--- src/rtl/cordic_bus_pkg.sv ---
// Shared definitions for the CORDIC bus endpoint: FSM encoding,
// operand field offsets within the packed input word, and the result
// word reported when a job is aborted.
package cordic_bus_pkg;

    typedef enum logic [1:0] {
        S_IDLE  = 2'd0,
        S_ISSUE = 2'd1,
        S_WAIT  = 2'd2
    } state_t;

    localparam int          X_LSB        = 16;
    localparam int          Y_LSB        = 0;
    localparam logic [31:0] TIMEOUT_WORD = 32'hFFFF_FFFF;

endpackage

--- src/rtl/cordic_core_endpoint_if.sv ---
// Adapter-side bundle of the CORDIC endpoint: operand strobe, result pop,
// FIFO head and status flags. The adapter is the master, the endpoint the slave.
interface cordic_core_endpoint_if;

    logic [31:0] in_interface;
    logic        valid_in_interface;
    logic        rd_interface;
    logic [31:0] out_interface;
    logic        valid_out_interface;
    logic        empty;
    logic        busy;
    logic        overflow;
    logic        timeout_err;

    modport master (
        output in_interface, valid_in_interface, rd_interface,
        input  out_interface, valid_out_interface, empty, busy, overflow, timeout_err
    );

    modport slave (
        input  in_interface, valid_in_interface, rd_interface,
        output out_interface, valid_out_interface, empty, busy, overflow, timeout_err
    );

endinterface

--- src/rtl/cordic_result_fifo.sv ---
// Show-ahead synchronous FIFO: the head entry is always visible on data_o.
// Push while full and pop while empty are ignored; count, empty and full are registered.
module cordic_result_fifo #(
    parameter int WIDTH = 32,
    parameter int DEPTH = 4
) (
    input  logic                     clk_i,
    input  logic                     rst_ni,
    input  logic                     push_i,
    input  logic [WIDTH-1:0]         data_i,
    input  logic                     pop_i,
    output logic [WIDTH-1:0]         data_o,
    output logic [$clog2(DEPTH):0]   count_o,
    output logic                     empty_o,
    output logic                     full_o
);

    localparam int AW = $clog2(DEPTH);
    localparam int CW = AW + 1;

    logic [WIDTH-1:0] mem_q [DEPTH];
    logic [AW-1:0]    wr_q, rd_q;
    logic [CW-1:0]    count_q, count_d;
    logic             empty_q, full_q;
    logic             push_eff, pop_eff;

    // Qualify requests against occupancy and derive the next count.
    always_comb begin
        push_eff = push_i && !full_q;
        pop_eff  = pop_i && (count_q != '0);
        count_d  = count_q + CW'(push_eff) - CW'(pop_eff);
    end

    // Storage, pointers and registered occupancy flags.
    always_ff @(posedge clk_i or negedge rst_ni) begin
        if (!rst_ni) begin
            for (int unsigned i = 0; i < DEPTH; i++) begin
                mem_q[i] <= '0;
            end
            wr_q    <= '0;
            rd_q    <= '0;
            count_q <= '0;
            empty_q <= 1'b1;
            full_q  <= 1'b0;
        end else begin
            if (push_eff) begin
                mem_q[wr_q] <= data_i;
                wr_q        <= wr_q + 1'b1;
            end
            if (pop_eff) begin
                rd_q <= rd_q + 1'b1;
            end
            count_q <= count_d;
            empty_q <= (count_d == '0);
            full_q  <= (count_d == CW'(DEPTH));
        end
    end

    assign data_o  = mem_q[rd_q];
    assign count_o = count_q;
    assign empty_o = empty_q;
    assign full_o  = full_q;

endmodule

--- src/rtl/cordic_core_endpoint.sv ---
// CORDIC-side responder: holds one operand command, sequences a single core
// job through start/done with a cycle timeout, and queues packed results.
module cordic_core_endpoint
    import cordic_bus_pkg::*;
#(
    parameter int INPUT_WIDTH  = 16,
    parameter int OUTPUT_WIDTH = 16,
    parameter int FIFO_DEPTH   = 4,
    parameter int TIMEOUT      = 255
) (
    input  logic                    HCLK,
    input  logic                    HRESETn,
    cordic_core_endpoint_if.slave   bus,
    output logic                    core_start,
    output logic [INPUT_WIDTH-1:0]  core_x,
    output logic [INPUT_WIDTH-1:0]  core_y,
    input  logic                    core_done,
    input  logic [OUTPUT_WIDTH-1:0] core_res_a,
    input  logic [OUTPUT_WIDTH-1:0] core_res_b
);

    localparam int CW = $clog2(FIFO_DEPTH) + 1;
    localparam int TW = (TIMEOUT < 1) ? 1 : $clog2(TIMEOUT + 1);

    state_t                 state_q, state_d;
    logic                   cmd_full_q, cmd_full_d;
    logic [INPUT_WIDTH-1:0] cmd_x_q, cmd_x_d, cmd_y_q, cmd_y_d;
    logic [INPUT_WIDTH-1:0] core_x_q, core_x_d, core_y_q, core_y_d;
    logic                   core_start_q, core_start_d;
    logic [TW-1:0]          timer_q, timer_d;
    logic                   overflow_q, overflow_d;
    logic                   timeout_q, timeout_d;
    logic                   valid_out_q;

    logic                   push_req, push;
    logic [31:0]            push_data;
    logic [15:0]            res_a_ext, res_b_ext;
    logic [31:0]            fifo_head;
    logic [CW-1:0]          fifo_count;
    logic                   fifo_empty, fifo_full;

    assign res_a_ext = 16'(signed'(core_res_a));
    assign res_b_ext = 16'(signed'(core_res_b));

    // Next-state logic: FSM transitions, timer, then command register.
    // The FSM runs first so a strobe in the consume cycle sees the freed register.
    always_comb begin
        state_d      = state_q;
        cmd_full_d   = cmd_full_q;
        cmd_x_d      = cmd_x_q;
        cmd_y_d      = cmd_y_q;
        core_x_d     = core_x_q;
        core_y_d     = core_y_q;
        core_start_d = 1'b0;
        timer_d      = timer_q;
        overflow_d   = overflow_q;
        timeout_d    = timeout_q;
        push_req     = 1'b0;
        push_data    = '0;

        case (state_q)
            S_IDLE: begin
                if (cmd_full_q && (fifo_count < CW'(FIFO_DEPTH))) begin
                    state_d      = S_ISSUE;
                    core_x_d     = cmd_x_q;
                    core_y_d     = cmd_y_q;
                    cmd_full_d   = 1'b0;
                    core_start_d = 1'b1;
                end
            end
            S_ISSUE: begin
                state_d = S_WAIT;
                timer_d = '0;
            end
            S_WAIT: begin
                if (core_done) begin
                    push_req  = 1'b1;
                    push_data = {res_a_ext, res_b_ext};
                    state_d   = S_IDLE;
                end else if (timer_q == TW'(TIMEOUT)) begin
                    push_req  = 1'b1;
                    push_data = TIMEOUT_WORD;
                    timeout_d = 1'b1;
                    state_d   = S_IDLE;
                end else begin
                    timer_d = timer_q + 1'b1;
                end
            end
            default: state_d = S_IDLE;
        endcase

        if (bus.valid_in_interface) begin
            if (!cmd_full_d) begin
                cmd_x_d    = bus.in_interface[X_LSB +: INPUT_WIDTH];
                cmd_y_d    = bus.in_interface[Y_LSB +: INPUT_WIDTH];
                cmd_full_d = 1'b1;
            end else begin
                overflow_d = 1'b1;
            end
        end
    end

    assign push = push_req && !fifo_full;

    // State and datapath registers.
    always_ff @(posedge HCLK or negedge HRESETn) begin
        if (!HRESETn) begin
            state_q      <= S_IDLE;
            cmd_full_q   <= 1'b0;
            cmd_x_q      <= '0;
            cmd_y_q      <= '0;
            core_x_q     <= '0;
            core_y_q     <= '0;
            core_start_q <= 1'b0;
            timer_q      <= '0;
            overflow_q   <= 1'b0;
            timeout_q    <= 1'b0;
            valid_out_q  <= 1'b0;
        end else begin
            state_q      <= state_d;
            cmd_full_q   <= cmd_full_d;
            cmd_x_q      <= cmd_x_d;
            cmd_y_q      <= cmd_y_d;
            core_x_q     <= core_x_d;
            core_y_q     <= core_y_d;
            core_start_q <= core_start_d;
            timer_q      <= timer_d;
            overflow_q   <= overflow_d;
            timeout_q    <= timeout_d;
            valid_out_q  <= push;
        end
    end

    cordic_result_fifo #(
        .WIDTH (32),
        .DEPTH (FIFO_DEPTH)
    ) u_fifo (
        .clk_i   (HCLK),
        .rst_ni  (HRESETn),
        .push_i  (push),
        .data_i  (push_data),
        .pop_i   (bus.rd_interface),
        .data_o  (fifo_head),
        .count_o (fifo_count),
        .empty_o (fifo_empty),
        .full_o  (fifo_full)
    );

    assign bus.out_interface       = fifo_head;
    assign bus.valid_out_interface = valid_out_q;
    assign bus.empty               = fifo_empty;
    assign bus.busy                = cmd_full_q || (state_q != S_IDLE);
    assign bus.overflow            = overflow_q;
    assign bus.timeout_err         = timeout_q;
    assign core_start              = core_start_q;
    assign core_x                  = core_x_q;
    assign core_y                  = core_y_q;

endmodule
--- src/flat_wrapper.sv ---
// flat-port wrapper written by rule: the top's interface ports become plain ports
module cordic_core_endpoint_flat import cordic_bus_pkg::*;
#(
    parameter int INPUT_WIDTH  = 16,
    parameter int OUTPUT_WIDTH = 16,
    parameter int FIFO_DEPTH   = 4,
    parameter int TIMEOUT      = 255
)
  (HCLK, HRESETn, core_start, core_x, core_y, core_done, core_res_a, core_res_b, bus_in_interface, bus_valid_in_interface, bus_rd_interface, bus_out_interface, bus_valid_out_interface, bus_empty, bus_busy, bus_overflow, bus_timeout_err);
  cordic_core_endpoint_if bus_i ();
  input  logic HCLK;
  input  logic HRESETn;
  output logic core_start;
  output logic [INPUT_WIDTH-1:0] core_x;
  output logic [INPUT_WIDTH-1:0] core_y;
  input  logic core_done;
  input  logic [OUTPUT_WIDTH-1:0] core_res_a;
  input  logic [OUTPUT_WIDTH-1:0] core_res_b;
  input wire logic [$bits(bus_i.in_interface)-1:0] bus_in_interface;
  input wire logic [$bits(bus_i.valid_in_interface)-1:0] bus_valid_in_interface;
  input wire logic [$bits(bus_i.rd_interface)-1:0] bus_rd_interface;
  output wire logic [$bits(bus_i.out_interface)-1:0] bus_out_interface;
  output wire logic [$bits(bus_i.valid_out_interface)-1:0] bus_valid_out_interface;
  output wire logic [$bits(bus_i.empty)-1:0] bus_empty;
  output wire logic [$bits(bus_i.busy)-1:0] bus_busy;
  output wire logic [$bits(bus_i.overflow)-1:0] bus_overflow;
  output wire logic [$bits(bus_i.timeout_err)-1:0] bus_timeout_err;
  assign bus_i.in_interface = bus_in_interface;
  assign bus_i.valid_in_interface = bus_valid_in_interface;
  assign bus_i.rd_interface = bus_rd_interface;
  assign bus_out_interface = bus_i.out_interface;
  assign bus_valid_out_interface = bus_i.valid_out_interface;
  assign bus_empty = bus_i.empty;
  assign bus_busy = bus_i.busy;
  assign bus_overflow = bus_i.overflow;
  assign bus_timeout_err = bus_i.timeout_err;
  cordic_core_endpoint #(.INPUT_WIDTH(INPUT_WIDTH), .OUTPUT_WIDTH(OUTPUT_WIDTH), .FIFO_DEPTH(FIFO_DEPTH), .TIMEOUT(TIMEOUT)) u_core (.HCLK(HCLK), .HRESETn(HRESETn), .bus(bus_i), .core_start(core_start), .core_x(core_x), .core_y(core_y), .core_done(core_done), .core_res_a(core_res_a), .core_res_b(core_res_b));
endmodule
--- config.mk ---
export PLATFORM = sky130hd
export DESIGN_NAME = cordic_core_endpoint_flat
export DESIGN_NICKNAME = d
export VERILOG_FILES = /design/src/rtl/cordic_bus_pkg.sv /design/src/rtl/cordic_core_endpoint_if.sv /design/src/rtl/cordic_result_fifo.sv /design/src/rtl/cordic_core_endpoint.sv /design/src/flat_wrapper.sv
export SDC_FILE = /design/constraint.sdc
export NUM_CORES = 1
export LEC_CHECK = 0
export BUFFER_PORTS_ARGS = -buffer_cell sky130_fd_sc_hd__buf_2
export CAP_MARGIN = 5
export CORE_UTILIZATION = 57
export DETAILED_ROUTE_END_ITERATION = 10
export HOLD_SLACK_MARGIN = 0.1
export MAX_ROUTING_LAYER = met4
export PLACE_DENSITY = 0.79
export SLEW_MARGIN = 20
export SYNTH_ARGS = -nofsm -noshare
export SYNTH_HDL_FRONTEND = slang
export SYNTH_HIERARCHICAL = 1
export SYNTH_SLANG_ARGS = --single-unit
--- constraint.sdc ---
create_clock -name HCLK -period 3.5 [get_ports HCLK]
set_input_delay 0.7 -clock HCLK [delete_from_list [all_inputs] [get_ports HCLK]]
set_output_delay 0.7 -clock HCLK [all_outputs]
set_load 0.02 [all_outputs]
Yosys cells after proc, flatten, opt, wreduce, memory -nomap -nowiden

Index checks and enable logic that the tools add are counted.

Add/sub/neg operators: 5
Multiply operators: 0
Divide/modulo/power cells: 0
Magnitude comparators: 4
Equality and inequality tests: 8
Shift operators: 0
Multiplexer cells: 24
Bitwise gates (word level): 4
Reductions and logical operators: 18

Operator list:

| operator                                           | count |
|---|---|
| 2-to-1 mux 32 bit                                  | 6 |
| bitwise mux 128 bit                                | 1 |
| binary-select mux 32 bit (select 2 bit)            | 1 |
| demux 32 bit (select 2 bit)                        | 1 |
| 2-to-1 mux 8 bit                                   | 2 |
| one-hot mux 8 bit (2 select lines)                 | 1 |
| adder 8 x 1 -> 8 bit, second input constant        | 1 |
| equality test 8 bit, second input constant         | 1 |
| 2-to-1 mux 1 bit                                   | 8 |
| AND reduction 2 bit                                | 4 |
| >= comparator 3 bit, second input constant         | 2 |
| 2-to-1 mux 2 bit                                   | 3 |
| NOT 2 -> 3 bit                                     | 2 |
| one-hot mux 2 bit (3 select lines)                 | 1 |
| AND reduction 3 bit                                | 2 |
| logical AND 1 bit                                  | 5 |
| adder 2 x 1 -> 2 bit, second input constant        | 2 |
| != test 2 bit, second input constant               | 2 |
| nonzero test 2 bit                                 | 2 |
| adder 3 x 1 -> 3 bit                               | 1 |
| equality test 3 bit, second input constant         | 1 |
| zero test 3 bit                                    | 1 |
| < comparator 3 x 1 -> 1 bit, second input constant | 1 |
| < comparator 3 bit, second input constant          | 1 |
| other kinds (10)                                   | 11 |

Register bits after elaboration: 216
Latch bits: 0
RAM bits: 0
Bits in read-only memories: 0
Memories kept: 0

Depth between registers and ports, before layout

Gate-level depths: netlist of run 1.

Word-level depth: 9
Depth in mapped cells: 14
Depth with buffers taken out: 12

Cells and area by module

Netlist of run 1, hierarchy kept.

By module, submodules not included:

| module               | times used | cells an instance | area an instance (um^2) | seq. area each (um^2) |
|---|---|---|---|---|
| cordic_result_fifo   | 1          | 344               | 6381.1                  | 3429.5 |
| cordic_core_endpoint | 1          | 279               | 3472.1                  | 1976.9 |

Worst setup path before layout of run 1

No wires, ideal clock.

Path kind: input to register
From: input core_done
To: register u_core.u_fifo.full_q (netlist: u_core/u_fifo/full_o)
Arrival: 2934 ps
Required time: 3412 ps
Slack: 478 ps
Stages on the path: 12
Path buffers: 3
Path through: clkbuf_1 -> o21ai_1 -> buf_2 -> nor2_1 -> buf_6 -> nand2b_1 -> ha_1 -> inv_1 -> ha_1 -> fa_1 -> xnor3_1 -> nor3b_1

Longest elaborated chain between the ends: 7

RTL lines:

| what                         | RTL line                    | text |
|---|---|---|
| from (decl)                  | flat_wrapper.sv:16          | `input logic core_done;` |
| 2-to-1 mux 1 bit             | cordic_core_endpoint.sv:76  | `if (core_done) begin` |
| 2-to-1 mux 1 bit             | cordic_core_endpoint.sv:61  | `case (state_q)` |
| logical AND 1 bit            | cordic_core_endpoint.sv:103 | `assign push = push_req && !fifo_full;` |
| via u_core.push              | cordic_core_endpoint.sv:35  | `logic push_req, push;` |
| logical AND 1 bit            | cordic_result_fifo.sv:29    | `push_eff = push_i && !full_q;` |
| adder 3 x 1 -> 3 bit         | cordic_result_fifo.sv:31    | `count_d = count_q + CW'(push_eff) - CW'(pop_eff);` |
| subtractor 3 x 1 -> 3 bit    | cordic_result_fifo.sv:31    |  |
| via u_core.u_fifo.count_d[2] | cordic_result_fifo.sv:23    | `logic [CW-1:0] count_q, count_d;` |
| equality test 3 bit          | cordic_result_fifo.sv:55    | `full_q <= (count_d == CW'(DEPTH));` |
| to (signal assigned)         | cordic_result_fifo.sv:55    |  |
| to (decl)                    | cordic_result_fifo.sv:24    | `logic empty_q, full_q;` |

The timed path passes the listed nets, and every way through them passes these cells.
A chain may end at the register's enable or synchronous reset.

Worst setup path in the final report of run 1

From: register u_core.timer_q[0]
To: register u_core.u_fifo.full_q (netlist: u_core/u_fifo/full_o)

Longest elaborated chain between the ends: 9

RTL lines:

| what                         | RTL line                    | text |
|---|---|---|
| from (decl)                  | cordic_core_endpoint.sv:30  | `logic [TW-1:0] timer_q, timer_d;` |
| from (signal assigned)       | cordic_core_endpoint.sv:127 | `timer_q <= timer_d;` |
| equality test 8 bit          | cordic_core_endpoint.sv:80  | `end else if (timer_q == TW'(TIMEOUT)) begin` |
| 2-to-1 mux 1 bit             | cordic_core_endpoint.sv:80  |  |
| 2-to-1 mux 1 bit             | cordic_core_endpoint.sv:76  |  |
| 2-to-1 mux 1 bit             | cordic_core_endpoint.sv:61  |  |
| logical AND 1 bit            | cordic_core_endpoint.sv:103 |  |
| via u_core.push              | cordic_core_endpoint.sv:35  |  |
| logical AND 1 bit            | cordic_result_fifo.sv:29    |  |
| adder 3 x 1 -> 3 bit         | cordic_result_fifo.sv:31    |  |
| subtractor 3 x 1 -> 3 bit    | cordic_result_fifo.sv:31    |  |
| via u_core.u_fifo.count_d[2] | cordic_result_fifo.sv:23    |  |
| equality test 3 bit          | cordic_result_fifo.sv:55    |  |

The timed path passes the listed nets, and every way through them passes these cells.

==> results of run 1 <==
logic make-up (layout without fill, tap and decap cells):
family                     after synthesis  in the layout  synth area share, %
xor gates and xnor gates                 4              4                0.495
DFF                                    216            216                 54.9
and+or+nand+nor                         39             39                 2.97
AOI/OAI and AO/OA                       54             54                 3.40
muxes                                  226            226                 32.1
buffers and inverters                   76            227                 5.03
adders and majority gates                8              8                 1.09
flip-flops by register name (all words and copies together) (netlist names):
name                            count
u_core/core_start                   1
u_core/bus.timeout_err              1
u_core/u_fifo/wr_q                  2
u_core/bus.valid_out_interface      1
u_core/bus.overflow                 1
u_core/core_x                      16
u_core/core_y                      16
u_core/u_fifo/empty_o               1
u_core/state_q                      2
u_core/cmd_y_q                     16
u_core/u_fifo/count_o               3
u_core/timer_q                      8
u_core/cmd_full_q                   1
u_core/cmd_x_q                     16
u_core/u_fifo/mem_q               128
u_core/u_fifo/full_o                1
u_core/u_fifo/rd_q                  2
power by group:
group	switching [mW]	internal, mW
Combinational	1.63	1.83
Clock	0.957	1.39
Sequential	0.634	3.44
worst max-delay path by stage:
| stage | from | slack (ns) | endpoint |
|---|---|---|---|
| floorplan | core_done | 0.48 | u_core/u_fifo/full_o |
| global placement | u_core/timer_q[0] | 0.71 | u_core/u_fifo/full_o |
| detailed placement | u_core/timer_q[0] | 0.48 | u_core/u_fifo/full_o |
| CTS | u_core/u_fifo/rd_q[0] | 0.47 | bus_out_interface[31] |
| global route | u_core/timer_q[0] | 0.25 | u_core/u_fifo/full_o |
| finish | u_core/timer_q[0] | 0.46 | u_core/u_fifo/full_o |
layer usage:
layer / up-vias / GRT usage (%) / share of wire [%]
met3: 41 / 4.79 / 5.9
met5: - / - / 0
met2: 204 / 39.0 / 49
li1: 2524 / - / -
met4: 0 / 7.13 / 2.5
met1: 2914 / 30.4 / 42
per-stage QoR:
step	hold WS, ns	worst slack (ns)	cells
2_1_floorplan	0.404	0.478	623
3_3_place_gp	0.458	0.711	953
6_report	0.231	0.460	994
3_5_place_dp	0.461	0.477	953
4_1_cts	0.252	0.473	994
5_1_grt	0.281	0.251	994
cells in the mapped netlist (all sizes together) (3+ instances only):
| cell | instances | area [um^2] |
|---|---|---|
| a21oi | 33 | 165 |
| mux4 | 32 | 736 |
| inv | 39 | 146 |
| nor2 | 4 | 15.0 |
| clkbuf | 7 | 26.3 |
| nand3b | 4 | 80.1 |
| nor2b | 3 | 18.8 |
| nand2 | 10 | 40.0 |
| a31oi | 4 | 25.0 |
| nand3 | 3 | 15.0 |
| mux2 | 193 | 2420 |
| ha | 7 | 87.6 |
| buf | 30 | 323 |
| o21ai | 4 | 20.0 |
| dfrtp | 215 | 5380 |
worst reg2reg max path: stages (launching register included):
cell and delay, ns:
dfrtp_1 0.41, ha_1 0.22, nand3_1 0.20, nor2_1 0.30
o21ai_2 0.09, nor2_1 0.09, buf_4 0.19, nand2b_1 0.13
ha_1 0.29, inv_1 0.04, ha_1 0.18, fa_1 0.37
xnor3_1 0.26, nor3b_1 0.18
cell type report:
class                      instances  area [um^2]  area share [%]
tap                              220          275            2.43
timing repair buffer             147          792            7.00
sequential                       216         5410            47.8
clock buffer                      36          707            6.25
multi-input combinational        331         3960            35.0
clock inverter                     5         31.3           0.276
inverter                          39          146            1.29
==> results.md, run 1 <==
* Outcome: finished, final reports clean
* Die Wd at 133 um
* TritonCTS buffer count at 24
* Critical path's most frequent cell: ha_1
* Gp weighted congestion at 0.747
* Worst r2r src: u_core/timer_q[0]
* Cells after Synth at 623
* Synthesis-stage register bit count at around 220
* Clock slew at reported path FFs at around 0.06 ns
* Setup CP Type: flip-flop to flip-flop
* Reg2reg path depth at 13
* DRT Pass-1 Iters at 4
* EDFF count, synth at 0
* Post-CTS Hold Buffers at 0
* Hold Vio Cnt, Final at 0
* Hold Crit Class: input port to async pin
* Iteration-0 DRC Markers at 243
* Vias in the first global route at approximately 6,300
* Worst path top cell family by delay: adder cells
* Cell variety after synth at 50
* Most frequent cells in the layout: 214 x dfrtp_1, 137 x buf_2, 126 x mux2_2, 66 x mux2_4, 39 x inv_1
* Die height at 133 um
* Critical Path Stages at 13
* Max Cap Viol at 0
* # Post-CTS Setup Buffers at 0
* Crit path buf inv count at 2
* Worst path slowest cell: dfrtp_1
* Fin crit period at 3.04 ns
* Share of layout cells above drive strength 1 at 53.4%
* Mapped Area at 9850 um^2
* Startpoint Class: flip-flop
* Setup TNS at 0 ns
* Core Util, Final at 67.7%
* Antenna violations before repair at 0
* Cell area after placement at 10,600 um^2
* Via density per instance at roughly 5.7
* # rows at 47
* Root Buffer: clkbuf_16
* DP HPWL at 12.2 mm
* Most common cell after layout, fill and taps aside: dfrtp_1
* Diode count at 0
* Routed via count at 5,683
* Max Clock Freq at between 300 and 400 MHz
* Worst-Skew Late Latency at 0.51 ns
* Register area share after synthesis at 54.9%
* Fillcell total at 1,174
* Slew Limit Fails at 0
* Max-slew headroom at a little under half
* RR Endpoint: u_core/u_fifo/full_o
* # clock sinks at ~220
* Cell area after layout at ~11,000 um^2
* Pwr dens at 874 nW/um^2
* DRC Markers at 0
* WP data required at roughly 3.9 ns
* Post-Syn Area per Cell at 15.8 um^2
* Worst Clk Skew at between 0.015 and 0.02 ns
* IO Count at around 140
* Slew @ Worst Pin at 0.792 ns
* Die ar. at 17,800 um^2
* Reg2reg setup slack at 0.46 ns
* Area grow syn2layout at 14.8%
* CTS tree: done
* Pwr Total at 9.89 mW
* WL final at roughly 20 mm
* CP Cell Sequence: ha_1, nand3_1, nor2_1, o21ai_2, nor2_1, buf_4, nand2b_1, ha_1, inv_1, ha_1, fa_1, xnor3_1, nor3b_1
* Nets at between 800 and 900
* Critical-path maximum fanout at 6
* Post-Syn Nets at 700
* Port-buffer cells at 138
* Final Setup Violations at 0
* Peak VDD IR at 646 uV
* Initial Util at between 50% and 60%
* Final worst-path cycle share at 86.9%
* CTS resizes at 0
* Total track usage at approximately a quarter
* Most used flip-flop cell after synthesis: dfrtp_1
* Synth warnings at 6
* Final ANT Viol Nets at 0
* Crit path DAT at 3.46 ns
* Asr flop ratio synth at 100%
* Post-DR wirelength/cell at 19.9 um
* First-pass GRT wire length at around 33 mm
* Maximum clock path buffer count at 3
* RSZ-0062 raised after global routing: false
* CORE AREA at 16,700 um^2
* Pin count of the biggest net entering global routing at 84
* Htree depth at 1
* Leakage at 5.92 nW
* Slowest Stage Delay on Critical Path at 0.41 ns
* Grt ovf at 0
* CP endpoint kind: flip-flop
No activity file was read; power rests on OpenSTA's default activity.
==> run 2: changes to the inputs <==
ABC_AREA = 1   (was unset)
PLACE_DENSITY = 0.8   (was 0.79)
==> results.md, run 2 <==
* DRT Pass-1 Iters at 4 (unchanged)
* Die height at 132 um (-1.2%)
* WL final at 21.5 mm (+9.1%)
* Most frequent cells in the layout: 329 x nand2_1, 214 x dfrtp_1, 163 x o21ai_1, 142 x nor2_1, 137 x buf_2
* Sw frac at 40.7% (+8.1 points)
* # clock sinks at 216 (unchanged)
* Port-buffer cells at 138 (unchanged)
* Sequential share of power at 39.0% (-2.3 points)
* Setup TNS at 0 ns (unchanged)
* Startpoint Class: flip-flop
* Cell area after layout at 11,100 um^2 (-2.1%)
* Vias in the first global route at 7,686 (+23%)
* Leakage at 5.56 nW (-6.1%)
* Final Setup Violations at 0 (unchanged)
* Gp weighted congestion at 0.828 (+11%)
* Asr flop ratio synth at 100% (unchanged)
* Synthesis-stage register bit count at 216 (unchanged)
* Post-DR wirelength/cell at 14.4 um (-27%)
* Top reg by flops: u_core/u_fifo/mem_q
* DRC Markers at 0 (unchanged)
* Slew @ Worst Pin at 0.784 ns (-0.00824 ns)
* Top cell type's share of synthesized area at 56.0% (+1.4 points)
* Combined area of the multi-input logic cells at 3630 um^2 (-8.3%)
* Fin crit period at 2.96 ns (-0.0842 ns)
* Cell area after placement at 10,400 um^2 (-2.0%)
* # rows at 47 (unchanged)
* Max Clock Freq at 338 MHz (+2.8%)
* Maximum clock path buffer count at 3 (unchanged)
* Outcome: finished, final reports clean
* Crit path DAT at 3.38 ns (-0.08 ns)
* Via density per instance at 5.21 (-8.9%)
* Worst Clk Skew at 0.0137 ns (-0.00132 ns)
* Top cells by area, synth: dfrtp_1 56%, nand2_1 13%, o21ai_1 8.5%, nor2_1 5.5%, o21ai_0 3.5%
* Antenna violations before repair at 2 (+2)
* Total track usage at 26.6% (+2.7 points)
* Final ANT Viol Nets at 0 (unchanged)
* Final worst-path cycle share at 84.4% (-2.4 points)
* Synth warnings at 6 (unchanged)
* Initial Util at 58.2% (-0.82 points)
* Clock group share of total power at 21.7% (-2.0 points)
* Combinational share of power at 39.3% (+4.3 points)
* Setup CP Type: flip-flop to flip-flop
* CTS tree: done
* WP data required at 3.93 ns (about the same)
* Hold Vio Cnt, Final at 0 (unchanged)
* Htree depth at 1 (unchanged)
* Fillcell total at 1,397 (+19%)
* CP endpoint kind: flip-flop
* Peak VDD IR at 577 uV (-11%)
* Most frequent cell after synthesis: nand2_1
* Routed via count at 7,791 (+37%)
* Root Buffer: clkbuf_16
* Most common cell after layout, fill and taps aside: nand2_1
* CTS resizes at 0 (unchanged)
* Pin count of the biggest net entering global routing at 82 (-2.4%)
* Max Cap Viol at 0 (unchanged)
* Area grow syn2layout at 15.2%
* Clock slew at reported path FFs at 0.06 ns (about the same)
* TritonCTS buffer count at 23 (-4.2%)
* Die Wd at 132 um (-1.2%)
* Internal power at 6.15 mW (-7.7%)
* Hold Crit Class: input port to async pin
* RSZ-0062 raised after global routing: false
* Post-Syn Nets at 1,225 (+75%)
* # Post-CTS Setup Buffers at 0 (unchanged)
* Mapped Area at 9610 um^2 (-2.4%)
* Pwr dens at 937 nW/um^2 (+7.2%)
* Iteration-0 DRC Markers at 582 (+140%)
* Area leader, netlist: dfrtp_1
* Psw at 4.23 mW (+31%)
* Share of layout cells above drive strength 1 at 18.7% (-35 points)
* Register area share after synthesis at 56.2% (+1.4 points)
* Grt ovf at 0 (unchanged)
* Max-slew headroom at 47.7% (+0.74 points)
* CORE AREA at 16,500 um^2 (-1.1%)
* Post-CTS Hold Buffers at 0 (unchanged)
* Nets at 1,335 (+60%)
* Reg2reg setup slack at 0.54 ns (+0.08 ns)
* EDFF count, synth at 0 (unchanged)
* Die ar. at 17,400 um^2 (-2.4%)
* IO Count at 139 (unchanged)
* First-pass GRT wire length at 36.8 mm (+13%)
* Placed cell count at 1,453 (+52%)
* Synth cell count leaders: 329 x nand2_1, 215 x dfrtp_1, 163 x o21ai_1
* Reg area at 5410 um^2 (unchanged)
* Number of flip-flops in the largest register at 128 (unchanged)
* DP HPWL at 12.4 mm (+1.8%)
* Slew Limit Fails at 0 (unchanged)
* Post-Syn Area per Cell at 8.37 um^2 (-47%)
* Worst-Skew Late Latency at 0.51 ns (about the same)
* Most used flip-flop cell after synthesis: dfrtp_1
* Critical-path maximum fanout at 8 (+2)
* Cell variety after synth at 29 (-42%)
* Cells after Synth at 1,148 (+84%)
* Final cell count without fillers at 1,496 (+51%)
## run 2: final cells by class
type	instances	area share, %
sequential	216	48.8
multi-input combinational	804	32.7
timing repair buffer	152	7.49
clock buffer	30	5.79
tap	220	2.48
inverter	61	2.07
clock inverter	11	0.565
antenna	2	0.0452
## run 2: kinds of logic (layout without fill, tap and decap cells)
family	count (synthesis)	count (layout)	synth area share (%)
AOI/OAI and AO/OA	236	236	12.5
xor gates and xnor gates	3	3	0.273
DFF	216	216	56.2
buffers and inverters	128	254	6.04
adders and majority gates	8	8	1.12
other	0	2	0
and+or+nand+nor	557	557	23.8
## run 2: final timing paths
path / startpoint / end / cells after the start
worst max-delay path: u_core/timer_q[1] / u_core/u_fifo/full_o / 16
worst min register to register: u_core/cmd_y_q[12] / u_core/core_y[12] / 2
max in group asynchronous: HRESETn / u_core/u_fifo/mem_q[109] / 2
worst min-delay path: HRESETn / u_core/u_fifo/mem_q[108] / 1
worst max register to register: u_core/timer_q[1] / u_core/u_fifo/full_o / 16
min in group HCLK: bus_in_interface[26] / u_core/cmd_x_q[10] / 3
## run 2: per-stage QoR
| step | util (%) | total power [mW] | setup WS [ns] | hold WS [ns] |
|---|---|---|---|---|
| floorplan | - | 6.97 | 0.697 | 0.404 |
| global placement | 62.7 | 7.99 | 0.614 | 0.448 |
| detailed placement | 62.7 | 8.13 | 0.522 | 0.453 |
| CTS | 67.0 | 10.4 | 0.517 | 0.245 |
| global route | 67.0 | 11.2 | 0.345 | 0.261 |
| finish | 67.0 | 10.4 | 0.544 | 0.214 |
## run 2: critical path: stages (launching register included)
cell and delay [ns]:
dfrtp_1 0.38, ha_1 0.22, nand2_2 0.10, nor2_4 0.10
nand2_1 0.08, nand2_2 0.08, nand2_4 0.04, nor2_1 0.12
inv_1 0.11, nor2_8 0.21, inv_1 0.07, ha_1 0.27
inv_1 0.04, ha_1 0.18, fa_1 0.45, or2_2 0.32
a21oi_1 0.11
## run 2: power groups by stage
| stage | Combinational [mW] | Clock (mW) | Sequential, mW |
|---|---|---|---|
| final | 4.08 | 2.25 | 4.05 |
| after global routing | 4.60 | 2.39 | 4.17 |
| after CTS | 4.11 | 2.30 | 4.04 |
| after detailed placement | 4.08 | 0 | 4.05 |
| after global placement | 3.96 | 0 | 4.03 |
| after floorplan | 2.82 | 0 | 4.15 |
## run 2: per-layer routing
| metal | up-vias | share of wire [%] | GRT usage (%) | routed length (um) |
|---|---|---|---|---|
| li1 | 3871 | - | - | - |
| met1 | 3670 | 43 | 33.4 | 9370 |
| met2 | 228 | 49 | 44.9 | 10500 |
| met3 | 22 | 6.7 | 5.31 | 1450 |
| met4 | 0 | 1.2 | 5.75 | 263 |
| met5 | - | 0 | - | 0 |
